File: src/rtl/pipe_ctrl_pkg.sv
// Shared types and constants for the RV32I pipeline hazard sequencer.
package pipe_ctrl_pkg;

  localparam int unsigned REG_AW = 5;
  localparam int unsigned REG_X0 = 0;

  typedef enum logic [1:0] {
    S_RUN,
    S_STALL,
    S_MEMWAIT
  } state_t;

  typedef logic [1:0] stall_cnt_t;

endpackage

File: src/rtl/pipeline_hazard_ctrl_if.sv
// Pipeline-side view of the hazard sequencer: ID/EX/MEM status in, stage enables and counters out.
interface pipeline_hazard_ctrl_if #(
  parameter int unsigned REG_AW = pipe_ctrl_pkg::REG_AW
);
  logic              id_valid;
  logic [REG_AW-1:0] id_rs1;
  logic [REG_AW-1:0] id_rs2;
  logic              id_uses_rs2;
  logic              id_is_branch;
  logic              id_br_taken;
  logic [REG_AW-1:0] ex_rd;
  logic              ex_reg_write;
  logic              ex_mem_read;
  logic              mem_req;
  logic              mem_ready;

  logic              pc_write;
  logic              if_id_write;
  logic              if_id_flush;
  logic              pc_sel_branch;
  logic              id_ex_bubble;
  logic              ex_mem_write;
  logic              mem_wb_bubble;
  logic              mem_err;
  logic [31:0]       perf_stall;
  logic [31:0]       perf_flush;
  logic [31:0]       perf_memwait;

  modport master (
    output id_valid, id_rs1, id_rs2, id_uses_rs2, id_is_branch, id_br_taken,
           ex_rd, ex_reg_write, ex_mem_read, mem_req, mem_ready,
    input  pc_write, if_id_write, if_id_flush, pc_sel_branch, id_ex_bubble,
           ex_mem_write, mem_wb_bubble, mem_err, perf_stall, perf_flush, perf_memwait
  );

  modport slave (
    input  id_valid, id_rs1, id_rs2, id_uses_rs2, id_is_branch, id_br_taken,
           ex_rd, ex_reg_write, ex_mem_read, mem_req, mem_ready,
    output pc_write, if_id_write, if_id_flush, pc_sel_branch, id_ex_bubble,
           ex_mem_write, mem_wb_bubble, mem_err, perf_stall, perf_flush, perf_memwait
  );
endinterface

File: src/rtl/hazard_cmp.sv
// Combinational EX-rd vs ID-rs comparison and stall-count decode for the instruction in ID.
module hazard_cmp #(
  parameter int unsigned REG_AW = 5
) (
  input  logic                     id_valid,
  input  logic [REG_AW-1:0]        id_rs1,
  input  logic [REG_AW-1:0]        id_rs2,
  input  logic                     id_uses_rs2,
  input  logic                     id_is_branch,
  input  logic [REG_AW-1:0]        ex_rd,
  input  logic                     ex_reg_write,
  input  logic                     ex_mem_read,
  output pipe_ctrl_pkg::stall_cnt_t stall_req
);
  import pipe_ctrl_pkg::*;

  logic rd_match;

  always_comb begin
    rd_match = (ex_rd != REG_AW'(REG_X0)) &&
               ((ex_rd == id_rs1) || (id_uses_rs2 && (ex_rd == id_rs2)));
    stall_req = '0;
    if (id_valid && rd_match) begin
      if (ex_mem_read)
        stall_req = id_is_branch ? stall_cnt_t'(2) : stall_cnt_t'(1);
      // ALU results are forwarded to EX, but the ID-stage comparator needs them one cycle sooner
      else if (ex_reg_write && id_is_branch)
        stall_req = stall_cnt_t'(1);
    end
  end

endmodule

File: src/rtl/pipeline_hazard_ctrl.sv
// Pipeline sequencer: load-use / branch-operand stalls, taken-branch redirect, dmem-wait freeze.
// Define HAZ_PERF_EN to build the stall/flush/memwait event counters.
module pipeline_hazard_ctrl #(
  parameter int unsigned REG_AW      = 5,
  parameter int unsigned MEM_TIMEOUT = 16
) (
  input logic                  clk,
  input logic                  rst_n,
  pipeline_hazard_ctrl_if.slave hz
);
  import pipe_ctrl_pkg::*;

  localparam int unsigned WAIT_W = $clog2(MEM_TIMEOUT + 1);
  typedef logic [WAIT_W-1:0] wait_cnt_t;
  localparam wait_cnt_t WAIT_MAX = wait_cnt_t'(MEM_TIMEOUT);

  state_t     state, ret_state, eff_state;
  stall_cnt_t stall_cnt, haz_cnt;
  wait_cnt_t  wait_cnt;
  logic       mem_err_q;
  logic       timeout, freeze, run_hazard, stall, redirect;

  hazard_cmp #(.REG_AW(REG_AW)) u_cmp (
    .id_valid     (hz.id_valid),
    .id_rs1       (hz.id_rs1),
    .id_rs2       (hz.id_rs2),
    .id_uses_rs2  (hz.id_uses_rs2),
    .id_is_branch (hz.id_is_branch),
    .ex_rd        (hz.ex_rd),
    .ex_reg_write (hz.ex_reg_write),
    .ex_mem_read  (hz.ex_mem_read),
    .stall_req    (haz_cnt)
  );

  // The release cycle out of S_MEMWAIT already behaves as the saved state, so the
  // paused stall sequence (or hazard check) resumes without an extra idle cycle.
  always_comb begin
    eff_state  = (state == S_MEMWAIT) ? ret_state : state;
    timeout    = (state == S_MEMWAIT) && (wait_cnt >= WAIT_MAX);
    freeze     = hz.mem_req && !hz.mem_ready && !timeout;
    run_hazard = (eff_state == S_RUN) && (haz_cnt != '0);
    stall      = !freeze && ((eff_state == S_STALL) || run_hazard);
    redirect   = !freeze && (eff_state == S_RUN) && !run_hazard &&
                 hz.id_is_branch && hz.id_br_taken;
  end

  assign hz.pc_write      = !(freeze || stall);
  assign hz.if_id_write   = !(freeze || stall);
  assign hz.if_id_flush   = redirect;
  assign hz.pc_sel_branch = redirect;
  assign hz.id_ex_bubble  = stall;
  assign hz.ex_mem_write  = !freeze;
  assign hz.mem_wb_bubble = freeze;
  assign hz.mem_err       = mem_err_q;

  always_ff @(posedge clk or negedge rst_n) begin
    if (!rst_n) begin
      state     <= S_RUN;
      ret_state <= S_RUN;
      stall_cnt <= '0;
      wait_cnt  <= '0;
      mem_err_q <= 1'b0;
    end else if (freeze) begin
      state <= S_MEMWAIT;
      if (state != S_MEMWAIT) begin
        ret_state <= state;
        wait_cnt  <= wait_cnt_t'(1);
      end else begin
        wait_cnt  <= wait_cnt + wait_cnt_t'(1);
      end
    end else begin
      wait_cnt <= '0;
      if (timeout)
        mem_err_q <= 1'b1;
      if (eff_state == S_STALL) begin
        stall_cnt <= stall_cnt - stall_cnt_t'(1);
        state     <= (stall_cnt > stall_cnt_t'(1)) ? S_STALL : S_RUN;
      end else if (run_hazard && (haz_cnt > stall_cnt_t'(1))) begin
        stall_cnt <= haz_cnt - stall_cnt_t'(1);
        state     <= S_STALL;
      end else begin
        state <= S_RUN;
      end
    end
  end

`ifdef HAZ_PERF_EN
  logic [31:0] perf_stall_q, perf_flush_q, perf_memwait_q;

  always_ff @(posedge clk or negedge rst_n) begin
    if (!rst_n) begin
      perf_stall_q   <= '0;
      perf_flush_q   <= '0;
      perf_memwait_q <= '0;
    end else begin
      if (stall)    perf_stall_q   <= perf_stall_q + 32'd1;
      if (redirect) perf_flush_q   <= perf_flush_q + 32'd1;
      if (freeze)   perf_memwait_q <= perf_memwait_q + 32'd1;
    end
  end

  assign hz.perf_stall   = perf_stall_q;
  assign hz.perf_flush   = perf_flush_q;
  assign hz.perf_memwait = perf_memwait_q;
`else
  assign hz.perf_stall   = 32'd0;
  assign hz.perf_flush   = 32'd0;
  assign hz.perf_memwait = 32'd0;
`endif

endmodule

File: src/flat_wrapper.sv
// flat-port wrapper written by rule: the top's interface ports become plain ports
module pipeline_hazard_ctrl_flat import pipe_ctrl_pkg::*;
#(
  parameter int unsigned REG_AW      = 5,
  parameter int unsigned MEM_TIMEOUT = 16
)
  (clk, rst_n, hz_id_valid, hz_id_rs1, hz_id_rs2, hz_id_uses_rs2, hz_id_is_branch, hz_id_br_taken, hz_ex_rd, hz_ex_reg_write, hz_ex_mem_read, hz_mem_req, hz_mem_ready, hz_pc_write, hz_if_id_write, hz_if_id_flush, hz_pc_sel_branch, hz_id_ex_bubble, hz_ex_mem_write, hz_mem_wb_bubble, hz_mem_err, hz_perf_stall, hz_perf_flush, hz_perf_memwait);
  pipeline_hazard_ctrl_if #(.REG_AW(REG_AW)) hz_i ();
  input logic clk;
  input logic rst_n;
  input wire logic [$bits(hz_i.id_valid)-1:0] hz_id_valid;
  input wire logic [$bits(hz_i.id_rs1)-1:0] hz_id_rs1;
  input wire logic [$bits(hz_i.id_rs2)-1:0] hz_id_rs2;
  input wire logic [$bits(hz_i.id_uses_rs2)-1:0] hz_id_uses_rs2;
  input wire logic [$bits(hz_i.id_is_branch)-1:0] hz_id_is_branch;
  input wire logic [$bits(hz_i.id_br_taken)-1:0] hz_id_br_taken;
  input wire logic [$bits(hz_i.ex_rd)-1:0] hz_ex_rd;
  input wire logic [$bits(hz_i.ex_reg_write)-1:0] hz_ex_reg_write;
  input wire logic [$bits(hz_i.ex_mem_read)-1:0] hz_ex_mem_read;
  input wire logic [$bits(hz_i.mem_req)-1:0] hz_mem_req;
  input wire logic [$bits(hz_i.mem_ready)-1:0] hz_mem_ready;
  output wire logic [$bits(hz_i.pc_write)-1:0] hz_pc_write;
  output wire logic [$bits(hz_i.if_id_write)-1:0] hz_if_id_write;
  output wire logic [$bits(hz_i.if_id_flush)-1:0] hz_if_id_flush;
  output wire logic [$bits(hz_i.pc_sel_branch)-1:0] hz_pc_sel_branch;
  output wire logic [$bits(hz_i.id_ex_bubble)-1:0] hz_id_ex_bubble;
  output wire logic [$bits(hz_i.ex_mem_write)-1:0] hz_ex_mem_write;
  output wire logic [$bits(hz_i.mem_wb_bubble)-1:0] hz_mem_wb_bubble;
  output wire logic [$bits(hz_i.mem_err)-1:0] hz_mem_err;
  output wire logic [$bits(hz_i.perf_stall)-1:0] hz_perf_stall;
  output wire logic [$bits(hz_i.perf_flush)-1:0] hz_perf_flush;
  output wire logic [$bits(hz_i.perf_memwait)-1:0] hz_perf_memwait;
  assign hz_i.id_valid = hz_id_valid;
  assign hz_i.id_rs1 = hz_id_rs1;
  assign hz_i.id_rs2 = hz_id_rs2;
  assign hz_i.id_uses_rs2 = hz_id_uses_rs2;
  assign hz_i.id_is_branch = hz_id_is_branch;
  assign hz_i.id_br_taken = hz_id_br_taken;
  assign hz_i.ex_rd = hz_ex_rd;
  assign hz_i.ex_reg_write = hz_ex_reg_write;
  assign hz_i.ex_mem_read = hz_ex_mem_read;
  assign hz_i.mem_req = hz_mem_req;
  assign hz_i.mem_ready = hz_mem_ready;
  assign hz_pc_write = hz_i.pc_write;
  assign hz_if_id_write = hz_i.if_id_write;
  assign hz_if_id_flush = hz_i.if_id_flush;
  assign hz_pc_sel_branch = hz_i.pc_sel_branch;
  assign hz_id_ex_bubble = hz_i.id_ex_bubble;
  assign hz_ex_mem_write = hz_i.ex_mem_write;
  assign hz_mem_wb_bubble = hz_i.mem_wb_bubble;
  assign hz_mem_err = hz_i.mem_err;
  assign hz_perf_stall = hz_i.perf_stall;
  assign hz_perf_flush = hz_i.perf_flush;
  assign hz_perf_memwait = hz_i.perf_memwait;
  pipeline_hazard_ctrl #(.REG_AW(REG_AW), .MEM_TIMEOUT(MEM_TIMEOUT)) u_core (.clk(clk), .rst_n(rst_n), .hz(hz_i));
endmodule
File: config.mk
export PLATFORM = sky130hd
export DESIGN_NAME = pipeline_hazard_ctrl_flat
export DESIGN_NICKNAME = d
export VERILOG_FILES = /design/src/rtl/pipe_ctrl_pkg.sv /design/src/rtl/pipeline_hazard_ctrl_if.sv /design/src/rtl/hazard_cmp.sv /design/src/rtl/pipeline_hazard_ctrl.sv /design/src/flat_wrapper.sv
export SDC_FILE = /design/constraint.sdc
export NUM_CORES = 1
export LEC_CHECK = 0
export ABC_AREA = 1
export CAP_MARGIN = 20
export CORE_UTILIZATION = 37
export CTS_CLUSTER_DIAMETER = 40
export CTS_CLUSTER_SIZE = 40
export DETAILED_ROUTE_END_ITERATION = 10
export GPL_TIMING_DRIVEN = 0
export PLACE_DENSITY = 0.93
export RECOVER_POWER = 100
export SYNTH_ARGS = -nofsm -noshare
export SYNTH_HDL_FRONTEND = slang
export SYNTH_SLANG_ARGS = --single-unit
File: constraint.sdc
create_clock -name clk -period 2.75 [get_ports clk]
set_input_delay 0.275 -clock clk [delete_from_list [all_inputs] [get_ports clk]]
set_output_delay 0.275 -clock clk [all_outputs]
set_load 0.01 [all_outputs]
==> metrics.md <==
| Metric | Value |
|---|---|
| Via density | `3.54` |
| CTS clk-pin slew, worst paths | `~50 ps` |
| Initial core utilization | `39.9%` |
| Hold WC Path Type | `primary input to asynchronous set/reset pin` |
| Pre-antenna DRT Iters | `4` |
| Worst-path fanout max | `3` |
| Largest family of logic cells by synthesized area | `buffers and inverters` |
| Row Count | `23` |
| Gr ovfl total | `0` |
| Clock buffer depth | `2` |
| Final WL | `3110 microns` |
| Type of origin of the critical path | `primary input` |
| DIE AREA | `4740 sq um` |
| Crit-path cells | `clkdlybuf4s50_1 -> nand2_1 -> inv_2 -> or2_2 -> inv_1 -> nand3_2 -> ha_1 -> nand3b_1 -> inv_1 -> nor2_1 -> nand2_1 -> inv_1 -> clkbuf_4 -> dlygate4sd2_1` |
| Post-synthesis cell type count | `28` |
| Number of global-route vias before repair | `1141` |
| Overall die height | `68.8 microns` |
| CTS Buf Count | `3` |
| Crit path time final | `2580 ps` |
| Top-area cell type share of the netlist area | `44.5%` |
| Relative slew slack | `64.0%` |
| Slowest-stage cell, CP | `clkdlybuf4s50_1` |
| Compound-gate portion of the synthesized area | `2.73%` |
| Worst setup margin | `174 ps` |
| Vias | `between 1000 and 1500` |
| Nets | `~400` |
| Ant diodes | `0` |
| Routability cong. | `0.717` |
| Die W | `68.8 microns` |
| Cell area after synthesis | `roughly 1700 sq um` |
| Max frequency | `~390 MHz` |
| Largest stage delay on the critical path | `440 ps` |
| Max-cap viol count | `0` |
| First-pass GRT wire length | `4300 microns` |
| Final setup vio count | `0` |
| Status | `completed` |
| Static leakage | `1.59 nW` |
| Setup TNS Final | `0 ps` |
| Post-synthesis mux area share | `0%` |
| Non-Filler Instances | `417` |
| RSZ-0062 raised after global routing | `false` |
| Cells after DPL | `413` |
| Dpl hpwl | `2810 microns` |
| Crit. End Element | `primary output` |
| Average size of a mapped cell | `7.00 sq um` |
| I/O Buffers | `32` |
| Setup bufs post-CTS | `0` |
| Period utilization | `93.7%` |
| Adder-cell share of the synthesized area | `3.03%` |
| Simple-gate share of the synthesized area | `a little under a quarter` |
| H-tree levels | `1` |
| GRT Resource Usage Total | `11.8%` |
| Most used cell, CP | `inv_1` |
| CTS tree | `built` |
| IO Pins | `129` |
| Wire per inst | `~7.5 microns` |
| Worst path required time | `2480 ps` |
| Core area | `4140 sq um` |
| Largest net degree at the start of global routing | `13` |
| PwrDens | `326 nW/um^2` |
| Initial antenna violation count | `0` |
| IR drop worst, VDD | `0.184 mV` |
| Final hold vios | `0` |
| Post-synth top area cell | `buf_4` |
| Synth warn | `0` |
| Clk root buf | `clkbuf_8` |
| Commonest non-fill, non-tap cell in the layout | `buf_4` |
| Antenna Violating Nets Remaining | `0` |
| Post-Synth XOR/XNOR Area | `1.59%` |
| Flops & latches, synth | `12` |
| DRC viols | `0` |
| Syn Inst Count | `236` |
| Slew Limit Fails | `0` |
| Commonest non-fill, non-tap cells in the layout | `97 x buf_4, 96 x conb_1, 44 x nand2_1` |
| 1st-iter DRT viols | `between 40 and 50` |
| Pre-CTS WS | `-97.6 ps` |
| Area grow syn2layout | `47.8%` |
| Fill count | `approximately 360` |
| Main area contributors after synthesis | `buf_4 45%, dfrtp_1 18%, nand2_1 9.5%, inv_1 4.5%, nor2_1 3.9%` |
| Clock Skews | `6.15 ps` |
| Layout cell share with drive strength beyond 1 | `33.2%` |
| Critical Path AT | `2300 ps` |
| Worst Tran Pin Value | `539 ps` |
| Worst-Skew Late Latency | `roughly 240 ps` |
| Kind of critical path | `primary input to primary output` |
| Num Clock Sinks | `12` |
| Sequential fraction of the synthesis area | `18.2%` |
[cells by family after synthesis]
family,after synthesis
other,1
XOR/XNOR,3
AO/OA/AOI/OAI,7
buffers and inverters,126
adder cells (fa/ha/maj),4
flip-flops,12
AND/OR/NAND/NOR,83
[Yosys cell counts, drive strengths merged]
cell type	number
nand2	46
nor4b	1
nand3	10
o21ai	3
dfrtp	12
buf	98
nand4	1
xnor2	2
a21oi	3
or2	2
nor2	21
a22oi	1
conb	1
ha	4
inv	28
xor2	1
nand3b	1
nor3	1
[power by group]
group | internal (mW) | total, mW | switching [mW]
Combinational | 0.191 | 0.384 | 0.193
Sequential | 0.203 | 0.225 | 0.0213
Clock | 0.126 | 0.189 | 0.0631
[timing repair]
item | CTS | global route
endpoints found under the setup margin | 2 | 3
gates resized for setup | 5 | 5
gates cloned | 0 | 0
pin swaps | 0 | 1
hold buffers | 0 | 0
[per-stage QoR]
| step | cell area, sq um | hold WS [ps] | utilization, % | power, mW |
|---|---|---|---|---|
| after floorplan | 2010 | -20.6 | - | 0.518 |
| after global placement | 2390 | 427 | 57.7 | 0.605 |
| after detailed placement | 2390 | 452 | 57.7 | 0.617 |
| after CTS | 2440 | 396 | 58.9 | 0.801 |
| after global routing | 2440 | 485 | 59.0 | 0.861 |
| final | 2440 | 454 | 59.0 | 0.798 |
[routing by layer]
metal	share of wire, %	routed length (microns)	global-route usage (%)	up-vias
met2	58	1810	26.6	69
met1	32	1010	9.92	629
met3	8.9	278	3.13	4
met5	0	0	0	-
met4	0.55	17	2.04	0
li1	-	-	-	775
[cell type report]
class | instances | area (sq um) | share of cell area [%]
tap | 50 | 62.6 | 2.56
timing repair buffer | 32 | 319 | 13.1
clock buffer | 4 | 55.1 | 2.25
buffer | 98 | 736 | 30.1
inverter | 28 | 105 | 4.30
sequential | 12 | 300 | 12.3
multi-input combinational | 193 | 866 | 35.4
[final timing paths]
path                            slack, ps                   to                start  cells past startpoint
worst min register to register        470  u_core.stall_cnt[1]  u_core.stall_cnt[1]                      2
max in group asynchronous            1930  u_core.stall_cnt[1]                rst_n                      1
worst max-delay path                  170          hz_pc_write      hz_id_is_branch                     14
min in group clk                      470  u_core.stall_cnt[1]  u_core.stall_cnt[1]                      2
worst max register to register       1260  u_core.stall_cnt[0]      u_core.state[1]                      8
worst min-delay path                  450   u_core.wait_cnt[3]                rst_n                      1
[sequential cells by signal, indices dropped and copies added, names as in the netlist]
name / count
u_core.hz.mem_err: 1
u_core.stall_cnt: 2
u_core.ret_state: 2
u_core.state: 2
u_core.wait_cnt: 5
[worst max-delay path, delay by kind of cell]
family	cells	cell delay, ps
buffers and inverters	7	1070
AND/OR/NAND/NOR	6	740
adder cells (fa/ha/maj)	1	220
(Power assumes the default switching activity.)
